**config.mk**
```make
export PLATFORM = sky130hd
export DESIGN_NAME = a2d_scan_intf
export DESIGN_NICKNAME = d
export VERILOG_FILES = /design/src/rtl/a2d_pkg.sv /design/src/rtl/SPI_mstr.sv /design/src/rtl/a2d_scan_intf.sv
export SDC_FILE = /design/constraint.sdc
export NUM_CORES = 1
export LEC_CHECK = 0
export ABC_CLOCK_PERIOD_IN_PS = 2100
export BUFFER_PORTS_ARGS = -buffer_cell sky130_fd_sc_hd__buf_2
export CELL_PAD_IN_SITES_DETAIL_PLACEMENT = 0
export CELL_PAD_IN_SITES_GLOBAL_PLACEMENT = 1
export CORE_AREA = 4 4 142 144
export DETAILED_ROUTE_END_ITERATION = 10
export DIE_AREA = 0 0 146 148
export PLACE_DENSITY_LB_ADDON = 0.1
export RECOVER_POWER = 25
export SLEW_MARGIN = 20
export SYNTH_ARGS = -nofsm -noshare
export SYNTH_HDL_FRONTEND = slang
export SYNTH_SLANG_ARGS = --single-unit
```
**constraint.sdc**
```tcl
create_clock -name clk -period 2.1 [get_ports clk]
set_input_delay 0.105 -clock clk [delete_from_list [all_inputs] [get_ports clk]]
set_output_delay 0.105 -clock clk [all_outputs]
set_load 0.005 [all_outputs]
```
**src/rtl/a2d_pkg.sv**
```systemverilog
// Shared types and helpers for the scanning 8-channel SPI A2D interface.
// Holds the controller state encoding, the pending-request record and the A2D command format.
package a2d_pkg;

  localparam int A2D_CMD_W = 16;

  typedef enum logic [2:0] {
    IDLE,
    CMD,
    GAP,
    READ,
    ACCUM
  } a2d_state_t;

  typedef struct packed {
    logic       vld;
    logic [2:0] chnl;
  } cnv_req_t;

  // Channel select sits in bits [13:11]; the same word is sent for the select and read frames.
  function automatic logic [A2D_CMD_W-1:0] a2d_cmd(input logic [2:0] chnl);
    return {2'b00, chnl, 11'h000};
  endfunction

endpackage

```
**src/rtl/SPI_mstr.sv**
```systemverilog
// 16-bit mode-0 SPI master: one frame per wrt pulse, SCLK = clk/8, done pulses once per frame.
// rd_data holds the received word until the next frame starts.
module SPI_mstr
  import a2d_pkg::*;
(
  input  logic                 clk,
  input  logic                 rst_n,
  input  logic                 wrt,
  input  logic [A2D_CMD_W-1:0] cmd,
  output logic                 done,
  output logic [A2D_CMD_W-1:0] rd_data,
  output logic                 SS_n,
  output logic                 SCLK,
  output logic                 MOSI,
  input  logic                 MISO
);

  logic                 active;
  logic [2:0]           div;
  logic [3:0]           bit_cnt;
  logic [A2D_CMD_W-1:0] shft;
  logic                 miso_smpl;

  // SCLK is low for div 0..3 and high for 4..7; MISO is sampled as SCLK rises, shifted as it falls.
  assign SCLK    = active & div[2];
  assign MOSI    = shft[A2D_CMD_W-1];
  assign rd_data = shft;

  // NOTE: every register in a clocked block uses <= so all flops update together at the edge.
  always_ff @(posedge clk or negedge rst_n) begin
    if (!rst_n) begin
      active    <= 1'b0;
      div       <= '0;
      bit_cnt   <= '0;
      shft      <= '0;
      miso_smpl <= 1'b0;
      SS_n      <= 1'b1;
      done      <= 1'b0;
    end else begin
      done <= 1'b0;
      if (wrt && !active) begin
        active  <= 1'b1;
        SS_n    <= 1'b0;
        shft    <= cmd;
        div     <= '0;
        bit_cnt <= '0;
      end else if (active) begin
        div <= div + 3'd1;
        if (div == 3'd3) miso_smpl <= MISO;
        if (div == 3'd7) begin
          shft    <= {shft[A2D_CMD_W-2:0], miso_smpl};
          bit_cnt <= bit_cnt + 4'd1;
          if (bit_cnt == 4'd15) begin
            active <= 1'b0;
            SS_n   <= 1'b1;
            done   <= 1'b1;
          end
        end
      end
    end
  end

endmodule

```
**src/rtl/a2d_scan_intf.sv**
```systemverilog
// Multi-channel A2D front end: single or round-robin scan conversions, 2**AVG_LOG2-sample
// averaging, and a per-channel result bank readable combinationally.
module a2d_scan_intf
  import a2d_pkg::*;
#(
  parameter int NUM_CHNL = 8,
  parameter int RES_W    = 12,
  parameter int AVG_LOG2 = 0
) (
  input  logic                clk,
  input  logic                rst_n,
  input  logic                strt_cnv,
  input  logic [2:0]          chnnl,
  input  logic                scan_en,
  input  logic [2:0]          rd_chnl,
  output logic [RES_W-1:0]    rd_res,
  output logic [NUM_CHNL-1:0] bank_vld,
  output logic [RES_W-1:0]    res,
  output logic [2:0]          res_chnl,
  output logic                cnv_cmplt,
  output logic                scan_wrap,
  output logic                busy,
  output logic                a2d_SS_n,
  output logic                SCLK,
  output logic                MOSI,
  input  logic                MISO
);

  localparam int               ACC_W     = RES_W + AVG_LOG2;
  localparam int               CNT_W     = AVG_LOG2 + 1;
  localparam logic [CNT_W-1:0] LAST_SMPL = CNT_W'((1 << AVG_LOG2) - 1);
  localparam logic [2:0]       LAST_CHNL = 3'(NUM_CHNL - 1);

  a2d_state_t           state, nxt_state;
  cnv_req_t             pend;
  logic [2:0]           cur_chnl, scan_ptr, start_chnl;
  logic                 cur_single;
  logic [ACC_W-1:0]     acc, acc_sum;
  logic [CNT_W-1:0]     smpl_cnt;
  logic [RES_W-1:0]     bank [NUM_CHNL];
  logic [RES_W-1:0]     avg_res;
  logic                 wrt, done, wrt_sent;
  logic [A2D_CMD_W-1:0] rd_data;
  logic                 start, start_single, take_pend, last_smpl, finish;

  SPI_mstr u_spi (
    .clk     (clk),
    .rst_n   (rst_n),
    .wrt     (wrt),
    .cmd     (a2d_cmd(cur_chnl)),
    .done    (done),
    .rd_data (rd_data),
    .SS_n    (a2d_SS_n),
    .SCLK    (SCLK),
    .MOSI    (MOSI),
    .MISO    (MISO)
  );

  if (RES_W < A2D_CMD_W) begin : g_rd_unused
    logic unused_rd_hi;
    assign unused_rd_hi = ^rd_data[A2D_CMD_W-1:RES_W];
  end

  // rd_data still holds the READ frame while in ACCUM, so the sample is added straight from it.
  assign acc_sum   = acc + ACC_W'(rd_data[RES_W-1:0]);
  assign avg_res   = RES_W'(acc_sum >> AVG_LOG2);
  assign last_smpl = (smpl_cnt == LAST_SMPL);
  assign busy      = (state != IDLE);

  always_ff @(posedge clk or negedge rst_n) begin
    if (!rst_n) state <= IDLE;
    else        state <= nxt_state;
  end

  // NOTE: every output of this block gets a default first, so no path can infer a latch.
  always_comb begin
    nxt_state    = state;
    wrt          = 1'b0;
    start        = 1'b0;
    start_single = 1'b0;
    start_chnl   = scan_ptr;
    take_pend    = 1'b0;
    finish       = 1'b0;
    case (state)
      IDLE: begin
        if (pend.vld) begin
          start        = 1'b1;
          start_single = 1'b1;
          start_chnl   = pend.chnl;
          take_pend    = 1'b1;
          nxt_state    = CMD;
        end else if (strt_cnv) begin
          start        = 1'b1;
          start_single = 1'b1;
          start_chnl   = chnnl;
          nxt_state    = CMD;
        end else if (scan_en) begin
          start     = 1'b1;
          nxt_state = CMD;
        end
      end
      CMD: begin
        wrt = !wrt_sent;
        if (done) nxt_state = GAP;
      end
      GAP: nxt_state = READ;
      READ: begin
        wrt = !wrt_sent;
        if (done) nxt_state = ACCUM;
      end
      ACCUM: begin
        if (last_smpl) begin
          finish    = 1'b1;
          nxt_state = IDLE;
        end else begin
          nxt_state = CMD;
        end
      end
      default: nxt_state = IDLE;
    endcase
  end

  // NOTE: the bank is a handful of words held in flops, so it is cleared by reset like any other register.
  always_ff @(posedge clk or negedge rst_n) begin
    if (!rst_n) begin
      pend       <= '0;
      wrt_sent   <= 1'b0;
      cur_chnl   <= '0;
      cur_single <= 1'b0;
      scan_ptr   <= '0;
      acc        <= '0;
      smpl_cnt   <= '0;
      res        <= '0;
      res_chnl   <= '0;
      cnv_cmplt  <= 1'b0;
      scan_wrap  <= 1'b0;
      bank_vld   <= '0;
      for (int i = 0; i < NUM_CHNL; i++) bank[i] <= '0;
    end else begin
      cnv_cmplt <= 1'b0;
      scan_wrap <= 1'b0;

      // One request can wait behind a running conversion; any further request is dropped.
      if (take_pend)
        pend <= '0;
      else if (busy && strt_cnv && !pend.vld)
        pend <= '{vld: 1'b1, chnl: chnnl};

      if (done)     wrt_sent <= 1'b0;
      else if (wrt) wrt_sent <= 1'b1;

      if (start) begin
        cur_chnl   <= start_chnl;
        cur_single <= start_single;
        acc        <= '0;
        smpl_cnt   <= '0;
      end else if (state == ACCUM) begin
        acc      <= acc_sum;
        smpl_cnt <= smpl_cnt + CNT_W'(1);
      end

      if (finish) begin
        res       <= avg_res;
        res_chnl  <= cur_chnl;
        cnv_cmplt <= cur_single;
        for (int i = 0; i < NUM_CHNL; i++) begin
          if (cur_chnl == 3'(i)) begin
            bank[i]     <= avg_res;
            bank_vld[i] <= 1'b1;
          end
        end
        if (!cur_single) begin
          scan_wrap <= (scan_ptr == LAST_CHNL);
          scan_ptr  <= (scan_ptr == LAST_CHNL) ? 3'd0 : scan_ptr + 3'd1;
        end
      end
    end
  end

  always_comb begin
    rd_res = '0;
    for (int i = 0; i < NUM_CHNL; i++)
      if (rd_chnl == 3'(i)) rd_res = bank[i];
  end

endmodule

```
## After elaboration in Yosys (flattened, before gate mapping)

Index checks and enable logic that the tools add are counted.

| cells by class | value |
|---|---|
| bitwise operators | 3 |
| multiplexer cells | 62 |
| equality and inequality tests | 25 |
| $add $sub $neg | 5 |
| reductions and logical operators | 30 |

Operators with widths:

| operator | count |
|---|---|
| $mux W12 | 10 |
| $mux W16 | 3 |
| $eq A3 B3 Y1 const B | 11 |
| $mux W3 | 11 |
| $mux W1 | 32 |
| $eq A3 B2 Y1 const B | 7 |
| $mux W4 | 5 |
| $reduce_and A2 Y1 | 10 |
| $pmux W3 S5 | 1 |
| $add A12 B12 Y12 | 1 |
| $reduce_bool A2 Y1 | 6 |
| $eq A3 B1 Y1 const B | 3 |
| $logic_not A3 Y1 | 3 |
| $reduce_and A3 Y1 | 3 |
| $add A3 B1 Y3 const B | 2 |
| $add A4 B1 Y4 const B | 1 |
| $eq A4 B4 Y1 const B | 1 |
| $ne A2 B1 Y1 const B | 2 |
| $ne A4 B4 Y1 const B | 1 |
| $logic_and A1 B1 Y1 | 3 |
| $logic_not A1 Y1 | 3 |
| $reduce_bool A3 Y1 | 1 |
| $not A1 Y1 | 2 |
| $reduce_or A2 Y1 | 1 |
| 2 further kinds | 2 |

| storage, ports and cells | value |
|---|---|
| output and inout bits | 41 |
| word-level logic and storage cells | 161 |
| bits in registers | 176 |
| input port bits | 11 |

## Longest topological paths before layout

| logic depth | value |
|---|---|
| word-level depth | 9 |
| mapped depth | 8 |
| depth with buffers taken out | 8 |

## Modules after synthesis

From an unflattened synthesis, not the netlist that was laid out.

| second synthesis, totals | value |
|---|---|
| cells, all modules | 791 |
| area total of the unflattened synthesis | 8446.9 um^2 |

Modules (own cells, without submodules):

| module | seq. area each (um^2) | area each (um^2) | cells each | instances |
|---|---|---|---|---|
| a2d_scan_intf | 3728.6 | 7140.6 | 671 | 1 |
| SPI_mstr | 676.9 | 1306.3 | 120 | 1 |

## Worst setup path after synthesis

No wires, ideal clock.

| timing | value |
|---|---|
| kind | flip-flop to flip-flop |
| start point | reg acc[0] |
| end point | reg bank[58] (netlist name) |
| clock period less this slack | 2.282 ns |
| library setup time | 0.125 ns |
| required time | 1.975 ns |
| stages on the path, launching flop included | 9 |
| data arrival time | 2.157 ns |
| path buffers | 0 |
| setup slack | -0.182 ns |
| cell sequence | dfrtp_1 ha_1 fa_1 a21oi_1 o211ai_1 a31o_2 a21oi_2 xnor2_1 mux2_4 |

| between the ends | value |
|---|---|
| longest elaborated chain between the ends | 1 |

Ends and longest elaborated chain:

| item | line | RTL |
|---|---|---|
| start, declared | a2d_scan_intf.sv:38 | `logic [ACC_W-1:0] acc, acc_sum;` |
| start signal, assigned | a2d_scan_intf.sv:158 | `acc <= acc_sum;` |
| $add A12 B12 Y12 | a2d_scan_intf.sv:65 | `assign acc_sum = acc + ACC_W'(rd_data[RES_W-1:0]);` |
| end signal, assigned by index | a2d_scan_intf.sv:168 | `bank[i] <= avg_res;` |
| end, declared | a2d_scan_intf.sv:40 | `logic [RES_W-1:0] bank [NUM_CHNL];` |

No other way between the ends.
A chain may end at the register's enable or synchronous reset.

## Worst setup path after layout

| timing | value |
|---|---|
| start point | reg acc[0] |
| end point | reg bank[82] (netlist name) |

The elaborated chain is that of the path after synthesis.

==> flow_summary.rst <==
.. list-table::
   :header-rows: 1

   * - Metric
     - Value
   * - Total leakage power
     - 4.67 nW
   * - Number of antenna cells inserted
     - 0
   * - Clk network pwr share
     - 42.8%
   * - Switching Power
     - 1.71 mW
   * - Avg Synthesized Cell Area
     - 10.1 sq um
   * - Pin count of the biggest net entering global routing
     - 63
   * - Worst-path fanout max
     - 5
   * - EDFF count, synth
     - 0
   * - Half-perimeter wire length after detailed placement
     - 14.3 mm
   * - Worst hold-check path type
     - primary input to flip-flop
   * - Violations in the final reports
     - capacitance limit, slew limit, setup timing
   * - Int Power
     - 5.26 mW
   * - Number of primary I/O pins
     - 52
   * - Share of the clock period used by the worst path
     - 111%
   * - Post-Place Setup Slack
     - -0.234 ns
   * - Count of final max-slew check failures
     - 62
   * - Overflow after GRT
     - 0
   * - Chip Height
     - 148 um
   * - Proportion of total power due to net switching
     - 24.5%
   * - Layout net count
     - 929
   * - DRC errors left
     - 0
   * - Worst setup skew after layout
     - 0.00754 ns
   * - Required time of the worst setup path
     - 2.40 ns
   * - Timing-limited maximum frequency
     - 429 MHz
   * - Synthesized flop and latch total
     - 176
   * - Post-synth net total
     - 821
   * - Area of the core
     - 18,700 sq um
   * - Number of input and output port buffers inserted
     - 51
   * - Routed wire length
     - 20.9 mm
   * - Flop pwr share
     - 49.3%
   * - Antenna-violating nets left
     - 0
   * - Max-slew headroom
     - -11.3%
   * - Count of warnings emitted by yosys
     - 0
   * - Most used flip-flop cell after synthesis
     - dfrtp_1
   * - Number of sinks handled by clock tree synthesis
     - 176
   * - Part of the power in combinational logic
     - 7.9%
   * - Top-area cell type share of the netlist area
     - 54.6%
   * - Number of H-tree levels
     - 4
   * - Number of rows created at floorplan
     - 50
   * - Endpoint kind of the worst setup timing path
     - flip-flop
   * - Antenna violations before repair
     - 0
   * - Maximum root-to-sink buffer count
     - 2
   * - TritonCTS buffer count
     - 17
   * - Setup Crit Path Kind
     - flip-flop to flip-flop
   * - Crit path launch type
     - flip-flop
   * - Via count of the first global-routing pass
     - 6,293
   * - DR iter-0 viols
     - 256
   * - Worst IR Drop VDD
     - 562 uV
   * - Routed wirelength normalized by instance count
     - 18.2 um
   * - Sequential element share of the synthesized area
     - 54.9%
   * - Clk Latency, worst-skew pair
     - 0.42 ns
   * - Top cells by area in the synthesized netlist
     - dfrtp_1, nand2_1, o21ai_0
   * - Status
     - complete, but fails checks
   * - Clock transition time at the flip-flop clock pins of the worst setup and hold paths
     - 0.07 ns
   * - Initial DRT Pass Iterations
     - 4
   * - Gate count after technology mapping
     - 792
   * - Synth cell count leaders
     - nand2_1, dfrtp_1, o21ai_0, nor2_1
   * - GRT Overall Usage
     - 20.0%
   * - Share of layout cells above drive strength 1
     - 27.1%
   * - Via count
     - 6,148
   * - Fin. Hold Viols
     - 0
   * - Number of maximum-capacitance violations
     - 1
   * - Synth-to-layout area growth
     - 23.5%
   * - Total power divided by cell area
     - 703 nW/um^2
   * - Library cells used by synthesis
     - 54
   * - TritonCTS clock tree
     - done
   * - Fill cell count
     - 1,696
   * - Root buffer cell
     - clkbuf_16
   * - Final min period
     - 2.33 ns
   * - Cell area after synthesis
     - 8020 sq um
   * - Horizontal die dimension
     - 146 um
   * - Final setup viols
     - 29
   * - Vias/cell
     - 5.36
   * - Post-route setup slack
     - -0.233 ns
   * - Wire length of the first global-routing pass
     - 34.3 mm
   * - Share of flip-flops with an asynchronous set or reset after synthesis
     - 100%
   * - Final core occ
     - 53.0%
   * - Die ar.
     - 21,600 sq um
   * - Library cell with the largest summed area after synthesis
     - dfrtp_1
   * - Worst path arrival time
     - 2.63 ns
   * - Transition time at the pin with the least slew margin
     - 1.67 ns
   * - Setup repair after global routing missed its margin
     - true
   * - Final Wtd Congestion
     - 0.856
   * - Effective utilization at floorplan
     - 42.9%
   * - Most numerous cell in the Yosys netlist
     - nand2_1
routing by layer:
layer	vias to the layer above	global-route usage (%)	routed length, um
met3	24	3.77	741
met4	0	6.02	375
met1	3048	26.9	9430
li1	2963	-	-
met2	113	33.3	10300
met5	-	0	0
sequential cells by signal (all words and copies together) (netlist names), 3 cells and up:
name and flops:
res 12, acc 12, scan_ptr 3, state 3
cur_chnl 3, bank 96, res_chnl 3, u_spi.rd_data 16
u_spi.div 3, bank_vld 8, pend 4, u_spi.bit_cnt 4
critical path, stage by stage, from the launching register on:
cell,delay (ns)
dfrtp_1,0.39
ha_2,0.20
fa_2,0.38
a21oi_4,0.16
o211ai_1,0.15
a31o_2,0.28
a21oi_4,0.14
buf_12,0.14
xnor2_4,0.09
mux2_4,0.28
cells by family after synthesis:
group           share of synthesized area [%]
simple gates                             14.4
compound gates                           15.2
flops                                    54.9
buf+inv                                  3.10
mux                                      8.03
fa+ha+maj                                2.90
xor+xnor                                 1.48
cell type report:
| type | count | area [sq um] | area share [%] |
|---|---|---|---|
| clock buffers | 19 | 433 | 4.37 |
| well taps | 234 | 293 | 2.96 |
| repair buffers | 130 | 932 | 9.41 |
| inverters | 14 | 52.6 | 0.530 |
| clock inverters | 12 | 113 | 1.14 |
| flip-flops and latches | 176 | 4410 | 44.5 |
| multi-input cells | 561 | 3680 | 37.1 |
stage by stage:
stage	setup TNS, ns	instance area (sq um)	total power, mW	hold WS, ns	cells
2_1_floorplan	-0.167	8040	3.69	-0.191	792
3_5_place_dp	-6.88	8960	3.98	0.148	1102
6_report	-3.34	9910	6.97	0.0217	1146
3_3_place_gp	-4.02	8960	3.97	0.138	1102
5_1_grt	-7.50	9910	7.24	0.0424	1146
4_1_cts	-3.75	9770	7.03	0.000530	1142
layout by cell type (no fill, tap or decap), types with 4 or more instances in the layout:
cell	netlist	layout
a21oi_1	32	29
a22oi_1	14	14
and2_1	6	5
buf_12	0	4
buf_2	4	51
buf_4	0	64
buf_6	4	5
clkbuf_16	0	17
clkinv_4	0	4
dfrtp_1	175	173
dlygate4sd3_1	0	4
ha_1	17	12
inv_1	13	13
mux2_2	27	25
mux2_4	2	4
mux2i_1	22	22
mux4_2	4	4
nand2_1	178	177
nand2b_1	8	8
nand3_1	4	4
nor2_1	44	44
nor2b_1	7	6
o211ai_1	9	9
o21ai_0	126	103
o21ai_1	0	9
o21ai_2	0	14
o221a_2	5	5
xor2_1	7	6
power by group through the flow:
stage,logic [mW],clock network [mW],registers [mW]
detailed placement,0.486,0,3.49
finish,0.550,2.98,3.43
global route,0.600,3.20,3.43
global placement,0.478,0,3.49
floorplan,0.202,0,3.49
CTS,0.532,3.06,3.43
timing repair:
item,4_1_cts,5_1_grt
gates resized for setup,60,19
hold endpoints to repair,61,0
endpoints found under the setup margin,49,67
hold buffers,4,0
setup buffers,3,4
cloned,2,1
pin swaps,23,10
worst paths after layout:
path / startpoint / to / slack [ns] / cells after the start
setup reg to reg: acc[0]$_DFFE_PN0P_ / bank[82]$_DFFE_PN0P_ / -0.23 / 9
setup / recovery: acc[0]$_DFFE_PN0P_ / bank[82]$_DFFE_PN0P_ / -0.23 / 9
min in group asynchronous: rst_n / bank[3]$_DFFE_PN0P_ / 0.65 / 2
hold reg to reg: bank_vld[2]$_DFFE_PN0P_ / bank_vld[2]$_DFFE_PN0P_ / 0.46 / 1
max in group asynchronous: rst_n / u_spi.SS_n$_DFFE_PN1P_ / 0.31 / 3
hold / removal: scan_en / cur_single$_DFFE_PN0P_ / 0.02 / 4
Note: power is estimated with default switching activity, not from simulation.
